===== src/rtl/uart_defs.sv =====
// ---------------------------------------------------------------------------
// uart_defs
// Definitions shared by the UART transmitter and receiver: frame constants,
// the legal prescaler values and the frame FSM state encoding.
// ---------------------------------------------------------------------------
package uart_defs;

  // Data bits per frame and width of the prescaler input.
  localparam int UART_DATA_BITS  = 8;
  localparam int UART_SCALE_BITS = 6;

  // Legal oversampling ratios (clock cycles per serial bit).
  localparam int PRESC_X8  = 8;
  localparam int PRESC_X16 = 16;
  localparam int PRESC_X32 = 32;

  // Frame sequencing: IDLE -> START -> DATA -> (PARITY) -> STOP -> IDLE.
  typedef enum logic [2:0] {
    ST_IDLE   = 3'd0,
    ST_START  = 3'd1,
    ST_DATA   = 3'd2,
    ST_PARITY = 3'd3,
    ST_STOP   = 3'd4
  } uart_state_e;

endpackage


===== src/rtl/uart_tx_bit_timer.sv =====
// ---------------------------------------------------------------------------
// uart_tx_bit_timer
// Bit timing for the transmitter. An edge counter runs 0..last_edge while a
// frame is in progress and pulses bit_done on the final cycle of each bit.
// A bit counter tracks the data bit index while count_bits is high.
//
// Ports
//   clk         in   clock
//   reset       in   asynchronous active-high reset
//   run         in   frame in progress; counters held at 0 otherwise
//   count_bits  in   advance bit_cnt on bit boundaries (DATA phase)
//   last_edge   in   prescaler-1, the final edge count of a bit
//   bit_done    out  high on the last cycle of the current bit
//   bit_cnt     out  current data bit index, 0..DATA_BITS-1
// ---------------------------------------------------------------------------
module uart_tx_bit_timer #(
  parameter  int SCALE_W   = 6,
  parameter  int DATA_BITS = 8,
  localparam int CNT_W     = $clog2(DATA_BITS)
) (
  input  logic               clk,
  input  logic               reset,
  input  logic               run,
  input  logic               count_bits,
  input  logic [SCALE_W-1:0] last_edge,
  output logic               bit_done,
  output logic [CNT_W-1:0]   bit_cnt
);

  logic [SCALE_W-1:0] edge_cnt_q, edge_cnt_d;
  logic [CNT_W-1:0]   bit_cnt_q, bit_cnt_d;

  assign bit_done = run && (edge_cnt_q == last_edge);
  assign bit_cnt  = bit_cnt_q;

  always_comb begin
    edge_cnt_d = edge_cnt_q;
    bit_cnt_d  = bit_cnt_q;
    if (!run) begin
      edge_cnt_d = '0;
      bit_cnt_d  = '0;
    end else if (bit_done) begin
      edge_cnt_d = '0;
      if (count_bits) begin
        // Wrap explicitly so the index is back at 0 when DATA is left.
        bit_cnt_d = (bit_cnt_q == CNT_W'(DATA_BITS - 1)) ? '0 : bit_cnt_q + 1'b1;
      end
    end else begin
      edge_cnt_d = edge_cnt_q + 1'b1;
    end
  end

  always_ff @(posedge clk or posedge reset) begin
    if (reset) begin
      edge_cnt_q <= '0;
      bit_cnt_q  <= '0;
    end else begin
      edge_cnt_q <= edge_cnt_d;
      bit_cnt_q  <= bit_cnt_d;
    end
  end

endmodule


===== src/rtl/uart_tx.sv =====
// ---------------------------------------------------------------------------
// uart_tx
// Serial transmitter. Accepts a byte with data_valid while idle and sends an
// LSB-first frame: start(0), DATA_WIDTH data bits, optional parity, stop(1).
// Every bit lasts prescaler clock cycles (8/16/32; anything else means 8).
//
// Ports
//   clk         in   oversampled clock, shared with the receiver
//   reset       in   asynchronous active-high reset
//   P_DATA      in   byte to send, captured on accept
//   data_valid  in   send request, accepted only while busy=0
//   PAR_EN      in   1 = append parity bit (captured on accept)
//   PAR_TYP     in   0 = even, 1 = odd parity (captured on accept)
//   prescaler   in   clock cycles per bit (captured on accept)
//   TX_OUT      out  registered serial line, idles high
//   busy        out  high from accept until the end of the stop bit
// ---------------------------------------------------------------------------
module uart_tx
  import uart_defs::*;
#(
  parameter  int DATA_WIDTH  = UART_DATA_BITS,
  parameter  int scale_WIDTH = UART_SCALE_BITS,
  localparam int CNT_W       = $clog2(DATA_WIDTH)
) (
  input  logic                   clk,
  input  logic                   reset,
  input  logic [DATA_WIDTH-1:0]  P_DATA,
  input  logic                   data_valid,
  input  logic                   PAR_EN,
  input  logic                   PAR_TYP,
  input  logic [scale_WIDTH-1:0] prescaler,
  output logic                   TX_OUT,
  output logic                   busy
);

  uart_state_e            state_q, state_d;
  logic [DATA_WIDTH-1:0]  data_q, data_d;
  logic                   par_en_q, par_en_d;
  logic                   par_typ_q, par_typ_d;
  logic [scale_WIDTH-1:0] presc_q, presc_d;
  logic                   tx_q, tx_d;

  logic                   bit_done;
  logic [CNT_W-1:0]       bit_cnt;
  logic [CNT_W-1:0]       next_idx;
  logic                   presc_legal;

  uart_tx_bit_timer #(
    .SCALE_W   (scale_WIDTH),
    .DATA_BITS (DATA_WIDTH)
  ) u_bit_timer (
    .clk        (clk),
    .reset      (reset),
    .run        (state_q != ST_IDLE),
    .count_bits (state_q == ST_DATA),
    .last_edge  (presc_q - 1'b1),
    .bit_done   (bit_done),
    .bit_cnt    (bit_cnt)
  );

  assign presc_legal = (prescaler == scale_WIDTH'(PRESC_X8))  ||
                       (prescaler == scale_WIDTH'(PRESC_X16)) ||
                       (prescaler == scale_WIDTH'(PRESC_X32));

  // TX_OUT is registered from the next-cycle state, so the data bit shown
  // after a DATA->DATA boundary is the one the bit counter is moving to.
  assign next_idx = (state_q == ST_DATA && bit_done) ? bit_cnt + 1'b1 : bit_cnt;

  always_comb begin
    state_d   = state_q;
    data_d    = data_q;
    par_en_d  = par_en_q;
    par_typ_d = par_typ_q;
    presc_d   = presc_q;

    unique case (state_q)
      ST_IDLE: begin
        if (data_valid) begin
          data_d    = P_DATA;
          par_en_d  = PAR_EN;
          par_typ_d = PAR_TYP;
          presc_d   = presc_legal ? prescaler : scale_WIDTH'(PRESC_X8);
          state_d   = ST_START;
        end
      end
      ST_START: begin
        if (bit_done) state_d = ST_DATA;
      end
      ST_DATA: begin
        if (bit_done && bit_cnt == CNT_W'(DATA_WIDTH - 1)) begin
          state_d = par_en_q ? ST_PARITY : ST_STOP;
        end
      end
      ST_PARITY: begin
        if (bit_done) state_d = ST_STOP;
      end
      ST_STOP: begin
        if (bit_done) state_d = ST_IDLE;
      end
      default: state_d = ST_IDLE;
    endcase

    tx_d = 1'b1;
    unique case (state_d)
      ST_START:  tx_d = 1'b0;
      ST_DATA:   tx_d = data_d[next_idx];
      ST_PARITY: tx_d = (^data_d) ^ par_typ_d;
      default:   tx_d = 1'b1;
    endcase
  end

  always_ff @(posedge clk or posedge reset) begin
    if (reset) begin
      state_q   <= ST_IDLE;
      data_q    <= '0;
      par_en_q  <= 1'b0;
      par_typ_q <= 1'b0;
      presc_q   <= '0;
      tx_q      <= 1'b1;
    end else begin
      state_q   <= state_d;
      data_q    <= data_d;
      par_en_q  <= par_en_d;
      par_typ_q <= par_typ_d;
      presc_q   <= presc_d;
      tx_q      <= tx_d;
    end
  end

  assign TX_OUT = tx_q;
  assign busy   = (state_q != ST_IDLE);

endmodule


===== config.mk =====
export PLATFORM = sky130hd
export DESIGN_NAME = uart_tx
export DESIGN_NICKNAME = d
export VERILOG_FILES = /design/src/rtl/uart_defs.sv /design/src/rtl/uart_tx_bit_timer.sv /design/src/rtl/uart_tx.sv
export SDC_FILE = /design/constraint.sdc
export NUM_CORES = 1
export LEC_CHECK = 0
export ABC_AREA = 1
export CAP_MARGIN = 15
export CORE_MARGIN = 5
export CORE_UTILIZATION = 51
export DETAILED_ROUTE_END_ITERATION = 6
export PLACE_DENSITY = 0.76
export SETUP_SLACK_MARGIN = 0.2
export SLEW_MARGIN = 20
export SYNTH_ARGS = -nofsm -noshare
export SYNTH_HDL_FRONTEND = slang
export SYNTH_SLANG_ARGS = --single-unit

===== constraint.sdc =====
create_clock -name clk -period 2.07 [get_ports clk]
set_clock_uncertainty 0.1 [all_clocks]
set_input_delay 0.207 -clock clk [delete_from_list [all_inputs] [get_ports clk]]
set_output_delay 0.207 -clock clk [all_outputs]
set_load 0.01 [all_outputs]

# After elaboration in Yosys (flattened, before gate mapping)
# Cells that the tools add are included.
[totals] register_bits=29 output_inout_bits=2 in_bits=19
[op_classes] n_lt_le_gt_ge=1 n_mux=22 n_reduce_logical=10 bitwise_logic=1 add_sub_neg=3 eq_ne=14
[op_table] op="$mux 3" count=11
[op_table] op="$mux 6" count=3
[op_table] op="$mux 8" count=2
[op_table] op="$pmux 3 s5" count=1
[op_table] op="$eq 3x2->1 const B" count=4
[op_table] op="$reduce_xor 8->1" count=1
[op_table] op="$add 6x1->6 const B" count=1
[op_table] op="$eq 3x1->1 const B" count=2
[op_table] op="$eq 3x3->1 const B" count=2
[op_table] op="$eq 6x4->1 const B" count=1
[op_table] op="$eq 6x5->1 const B" count=1
[op_table] op="$eq 6x6->1" count=1
[op_table] op="$eq 6x6->1 const B" count=1
[op_table] op="$sub 6x1->6 const B" count=1
[op_table] op="$lt 3x4->1 const B" count=1
[op_table] op="$ne 2x2->1 const B" count=2
[op_table] op="$reduce_and 2->1" count=2
[op_table] op="$add 3x1->3 const B" count=1
[op_table] op="$bmux 1 s3" count=1
[op_table] op="$logic_and 1x1->1" count=3
[op_table] op="$logic_not 3->1" count=1
[op_table] op="$mux 1" count=3
[op_table] op="$pmux 1 s3" count=1
[op_table] op="$reduce_bool 3->1" count=1
[op_table] op="other kinds (2)" count=3

# Longest topological paths before layout
[depth] ltp_word=8 mapped_depth=19 mapped_depth_nobuf=18

# Cells and area by module
# Synthesis repeated with hierarchy kept, for this count alone.
[hier_totals] cells_unflattened=327 area_unflattened_um2=2168.3
[by_module_without_submodules] mod="uart_tx" area_per_inst_um2=1517.7 cells_per_inst=238 n_inst=1
[by_module_without_submodules] mod="uart_tx_bit_timer" area_per_inst_um2=650.6 cells_per_inst=89 n_inst=1

# Worst setup path after synthesis
# No wires, ideal clock.
[synth_timing] kind="reg-to-reg" from="register presc_q[0]" to="register tx_q (netlist: TX_OUT)" setup_time_ps=83 slack_ps=114 required_time_ps=1887 stages_incl_launch_ff=17 t_arrival_ps=1773 cell_sequence="dfrtp_1 -> inv_1 -> ha_1 -> inv_1 -> nand2_1 -> nand3b_1 -> nand2_1 -> nor2_2 -> nand2_2 -> nor2_2 -> nand2_1 -> o21ai_2 -> nand2_1 -> nand2_1 -> inv_1 -> nand2_1 -> nand3_1"
[synth_via] elab_chain_cells=8 elab_cells_between_ends=17 classes_between="1 x add/sub; 4 x eq/ne; 9 x mux; 3 x reduce/logical"
[synth_rtl] element="start: declaration" line_no="uart_tx.sv:40" rtl="logic [scale_WIDTH-1:0] presc_q, presc_d;"
[synth_rtl] element="start signal: assignment" line_no="uart_tx.sv:125" rtl="presc_q <= presc_d;"
[synth_rtl] element="$sub 6x1->6 *" line_no="uart_tx.sv:56" rtl=".last_edge (presc_q - 1'b1),"
[synth_rtl] element="$eq 6x6->1 *" line_no="uart_tx_bit_timer.sv:33" rtl="assign bit_done = run && (edge_cnt_q == last_edge);"
[synth_rtl] element="$logic_and 1x1->1 *" line_no="uart_tx_bit_timer.sv:33"
[synth_rtl] element="$logic_and 1x1->1" line_no="uart_tx.sv:90" rtl="if (bit_done && bit_cnt == CNT_W'(DATA_WIDTH - 1)) begin"
[synth_rtl] element="$mux 3" line_no="uart_tx.sv:90"
[synth_rtl] element="$pmux 3 s5 *" line_no="uart_tx.sv:76" rtl="unique case (state_q)"
[synth_rtl] element="via state_d[1]" line_no="uart_tx.sv:36" rtl="uart_state_e state_q, state_d;"
[synth_rtl] element="$eq 3x2->1 or $eq 3x1->1 (tied branches)" line_no="uart_tx.sv:104" rtl="unique case (state_d)"
[synth_rtl] element="$pmux 1 s3 *" line_no="uart_tx.sv:104"
[synth_rtl] element="via tx_d" line_no="uart_tx.sv:41" rtl="logic tx_q, tx_d;"
[synth_rtl] element="end signal: assignment" line_no="uart_tx.sv:126" rtl="tx_q <= tx_d;"
[synth_rtl] element="end: declaration" line_no="uart_tx.sv:41"
# The timed path passes the listed nets; every way through them passes the cells marked *. The select of a mux whose other input is x is not followed.
# A chain may end at the register's enable or synchronous reset.

# Final worst setup path
[layout_timing] from="register presc_q[0]" to="register tx_q (netlist: TX_OUT)"
[layout_via] elab_chain_cells=8 elab_cells_between_ends=17 classes_between="1 x add/sub; 4 x eq/ne; 9 x mux; 3 x reduce/logical"
[layout_rtl] element="$sub 6x1->6 *" line_no="uart_tx.sv:56"
[layout_rtl] element="$eq 6x6->1 *" line_no="uart_tx_bit_timer.sv:33"
[layout_rtl] element="$logic_and 1x1->1 *" line_no="uart_tx_bit_timer.sv:33"
[layout_rtl] element="$logic_and 1x1->1 (on tied branches)" line_no="uart_tx.sv:90, uart_tx.sv:67"
[layout_rtl] element="$mux 3 (on tied branches)" line_no="uart_tx.sv:90, uart_tx.sv:67"
[layout_rtl] element="$pmux 3 s5 or $bmux 1 s3 (tied branches)" line_no="uart_tx.sv:76, uart_tx.sv:106"
[layout_rtl] element="$eq 3x2->1 (tied with other cells)" line_no="uart_tx.sv:104"
[layout_rtl] element="$pmux 1 s3 *" line_no="uart_tx.sv:104"
[layout_rtl] element="via tx_d" line_no="uart_tx.sv:41"
# Marks and branches as above.

==> results.cfg <==
[pwr]
p_leak_uw = 0.00127
internal-power_uw = 870
p_switching_uw = 232
switching_share = 0.211
sequentialPowerShare = 0.514
p_clk_frac = 0.435
cellPowerDensity_nw_per_um2 = 448
irDropWorstVdd_uv = 407
comb_power_share = 0.051

[timing]
fin_crit_sh = 1.01
finalHoldViolCount = 0
setup_viol = 1
slew-limit-headroom = 0.752
fin_crit_ps = 2080
max_freq_ghz = 0.481
rsz0062_at_grt = true
final_max_slew_viol_count = 0
layout_setup_ws_ps = -10.5
worstMarginPinSlew_ps = 372

[setup_path]
critPathRequiredTime_ps = 2180
startpoint_type = flip-flop
endpoint_kind = flip-flop
crit_slowest_cell = dfrtp_1
r2r_start = presc_q[0]$_DFFE_PP0P_
cpPeakStageDelay_ps = 390
crit_arrival_ps = 2190
crit_start = presc_q[0]$_DFFE_PP0P_
criticalPathCategory = reg -> reg
reg2reg_depth = 16
r2r_slack_ps = -10
r2r-end = TX_OUT$_DFF_PP1_
path_cells = inv_2 > ha_4 > inv_2 > nor2_1 > nand2_1 > nand2_1 > nand2_2 > nor2_4 > nand2_4 > nor2_4 > nand2_2 > o21ai_2 > buf_4 > a21oi_2 > nand3_1 > nand3_1
critPathCapture = TX_OUT$_DFF_PP1_
path_max_fanout = 5

[synthesis]
netlist-cell-type-count = 31
synth_area_leader_cell = dfrtp_1
syn_nets = 287
async_flop_share = 1.00
synth-edff-count = 0
ys_warn_count = 0
syn_inst = 264
ys_ff_latch = 29
synthTopCellsByArea = dfrtp_1 (37%), nand2_1 (15%), inv_1 (9.3%)
synth_top_cell_area_share = 0.368
ys_seq_area_frac = 0.382
postSynth.topFlopCell = dfrtp_1
postSynthAreaPerCell_um2 = 7.21
netlist_area_um2 = 1900

[floorplanning]
num_rows = 22
design.core.area_um2 = 3630
chipWidth_um = 71.1
io_pins = 21
fp.dieH_um = 71.1
initial_core_util = 0.524
die-area_um2 = 5060

[detailed_routing]
wl_per_cell_um = 11.9
detail-route-antenna-nets = 0
viasPerCell = 4.94
via_count = 1755
drt_iter0_drc = 119
drtPass1Iterations = 5
routed_wl_um = 4230
drcViolationCount = 0

[placement]
place_ws_ps = -57.8
place_hpwl_um = 3070
io_buffer_count = 20
gp_congestion = 0.915

[clocking]
cts_tree = yes
cts.sinks = 29
cts_buffer_depth = 2
clkTransAtPathRegs_ps = 70
htree_levels = 2
clock_latency_ps = 280
cts_made_buffers = 5
hold_buffers = 0
cts-root-buf = clkbuf_8

[finish]
layout_common_cells = nand2_1 (70), inv_1 (43), dfrtp_1 (28)
final_core_utilization = 0.677
final_common_cell = nand2_1
area_growth_pct = 29.2
diodes = 0
drive_gt1_frac = 0.231
final_nets = 329

[run]
drv_cap = 0

[worst_hold_path]
hp-class = in -> async

[run_status]
status = finished, violations left
violations = setup timing

[global_route]
grt_pass1_wl_um = 6670
grt_start_max_net_pins = 30
antenna_found_initial = 0
overflow = 0
grt_pass1_vias = 1568
grt_use_total = 0.165
[cell usage after synthesis, types with 2 or more instances]
cell and n:
ha_1 4, nor3b_1 2, dfrtp_1 28, nand3_1 21
nand2_2 4, or2_2 3, nand3_2 2, xor2_1 4
nor4_1 2, inv_1 47, nand2_1 77, xnor2_1 2
inv_2 6, o21ai_2 7, o21ai_1 3, nand2b_1 2
nor2_2 2, nor2_1 16, o21ai_0 7, nor2_4 2
nor3_1 3, a21oi_1 3, buf_6 2, nand4_1 7
o21ai_4 2
[stage by stage]
stage,instances,total power (µW),TNS (ps),hold WS (ps),area (µm²)
floorplan,264,589,0,184,1900
global placement,342,633,0,398,2230
detailed placement,342,633,-57.8,405,2230
CTS,352,1110,0,206,2380
global route,355,1140,-198,251,2460
finish,355,1100,-10.5,199,2460
[area by class of cell]
type                       instances  area, µm²
clock buffer                       8       90.1
inverter                          53        199
fill                             307       1170
timing repair buffer              37        338
tap                               48       60.1
sequential                        29        727
multi-input combinational        180       1050
[power by group through the flow]
stage	Combinational [µW]	Clock, µW	Sequential [µW]
floorplan	12.0	0	577
global placement	55.5	0	577
detailed placement	56.2	0	577
CTS	56.3	489	567
global route	62.6	514	566
finish	55.9	480	567
[metal layers]
| layer | routed length (µm) | vias up | GRT usage | part of all wire |
|---|---|---|---|---|
| li1 | - | 917 | - | - |
| met1 | 1910 | 805 | 0.213 | 0.45 |
| met2 | 2110 | 28 | 0.271 | 0.50 |
| met3 | 162 | 5 | 0.0327 | 0.038 |
| met4 | 49 | 0 | 0.0647 | 0.012 |
| met5 | 0 | - | 0 | 0 |
[how the worst min path moves through the flow]
stage,start,to,slack [ps],cells past startpoint
after floorplan,reset,data_q[0]$_DFF_PP0_,180,1
after global placement,u_bit_timer.edge_cnt_q[0]$_DFF_PP0_,u_bit_timer.edge_cnt_q[0]$_DFF_PP0_,400,1
after detailed placement,state_q[2]$_DFF_PP0_,state_q[2]$_DFF_PP0_,410,1
after CTS,reset,presc_q[4]$_DFFE_PP0P_,210,3
after global routing,reset,presc_q[3]$_DFFE_PP0P_,250,3
final,reset,u_bit_timer.edge_cnt_q[3]$_DFF_PP0_,200,3
[what timing repair did]
item / CTS / global route
setup endpoints to repair: 7 / 10
gates resized for setup: 10 / 20
buffers inserted: 2 / 3
pin swaps: 5 / 19
[cells by family after synthesis]
group / share of synthesized area
AO/OA/AOI/OAI: 0.0959
XOR/XNOR: 0.0276
adder cells (fa/ha/maj): 0.0263
buffers and inverters: 0.116
flip-flops: 0.382
AND/OR/NAND/NOR: 0.352
[worst max-delay path, delay by kind of cell (launching register included)]
family / cells / cell delay, ps
and+or+nand+nor: 10 / 920
buffers and inverters: 3 / 260
AOI/OAI and AO/OA: 2 / 190
DFF: 1 / 390
adders and majority gates: 1 / 140
[flip-flops by register name (all words and copies together), names as in the netlist]
register and cells:
TX_OUT 1, presc_q 6, data_q 8, state_q 3, par_typ_q 1, u_bit_timer.bit_cnt 3
par_en_q 1, u_bit_timer.edge_cnt_q 6
No activity file was read; power rests on OpenSTA's default activity.
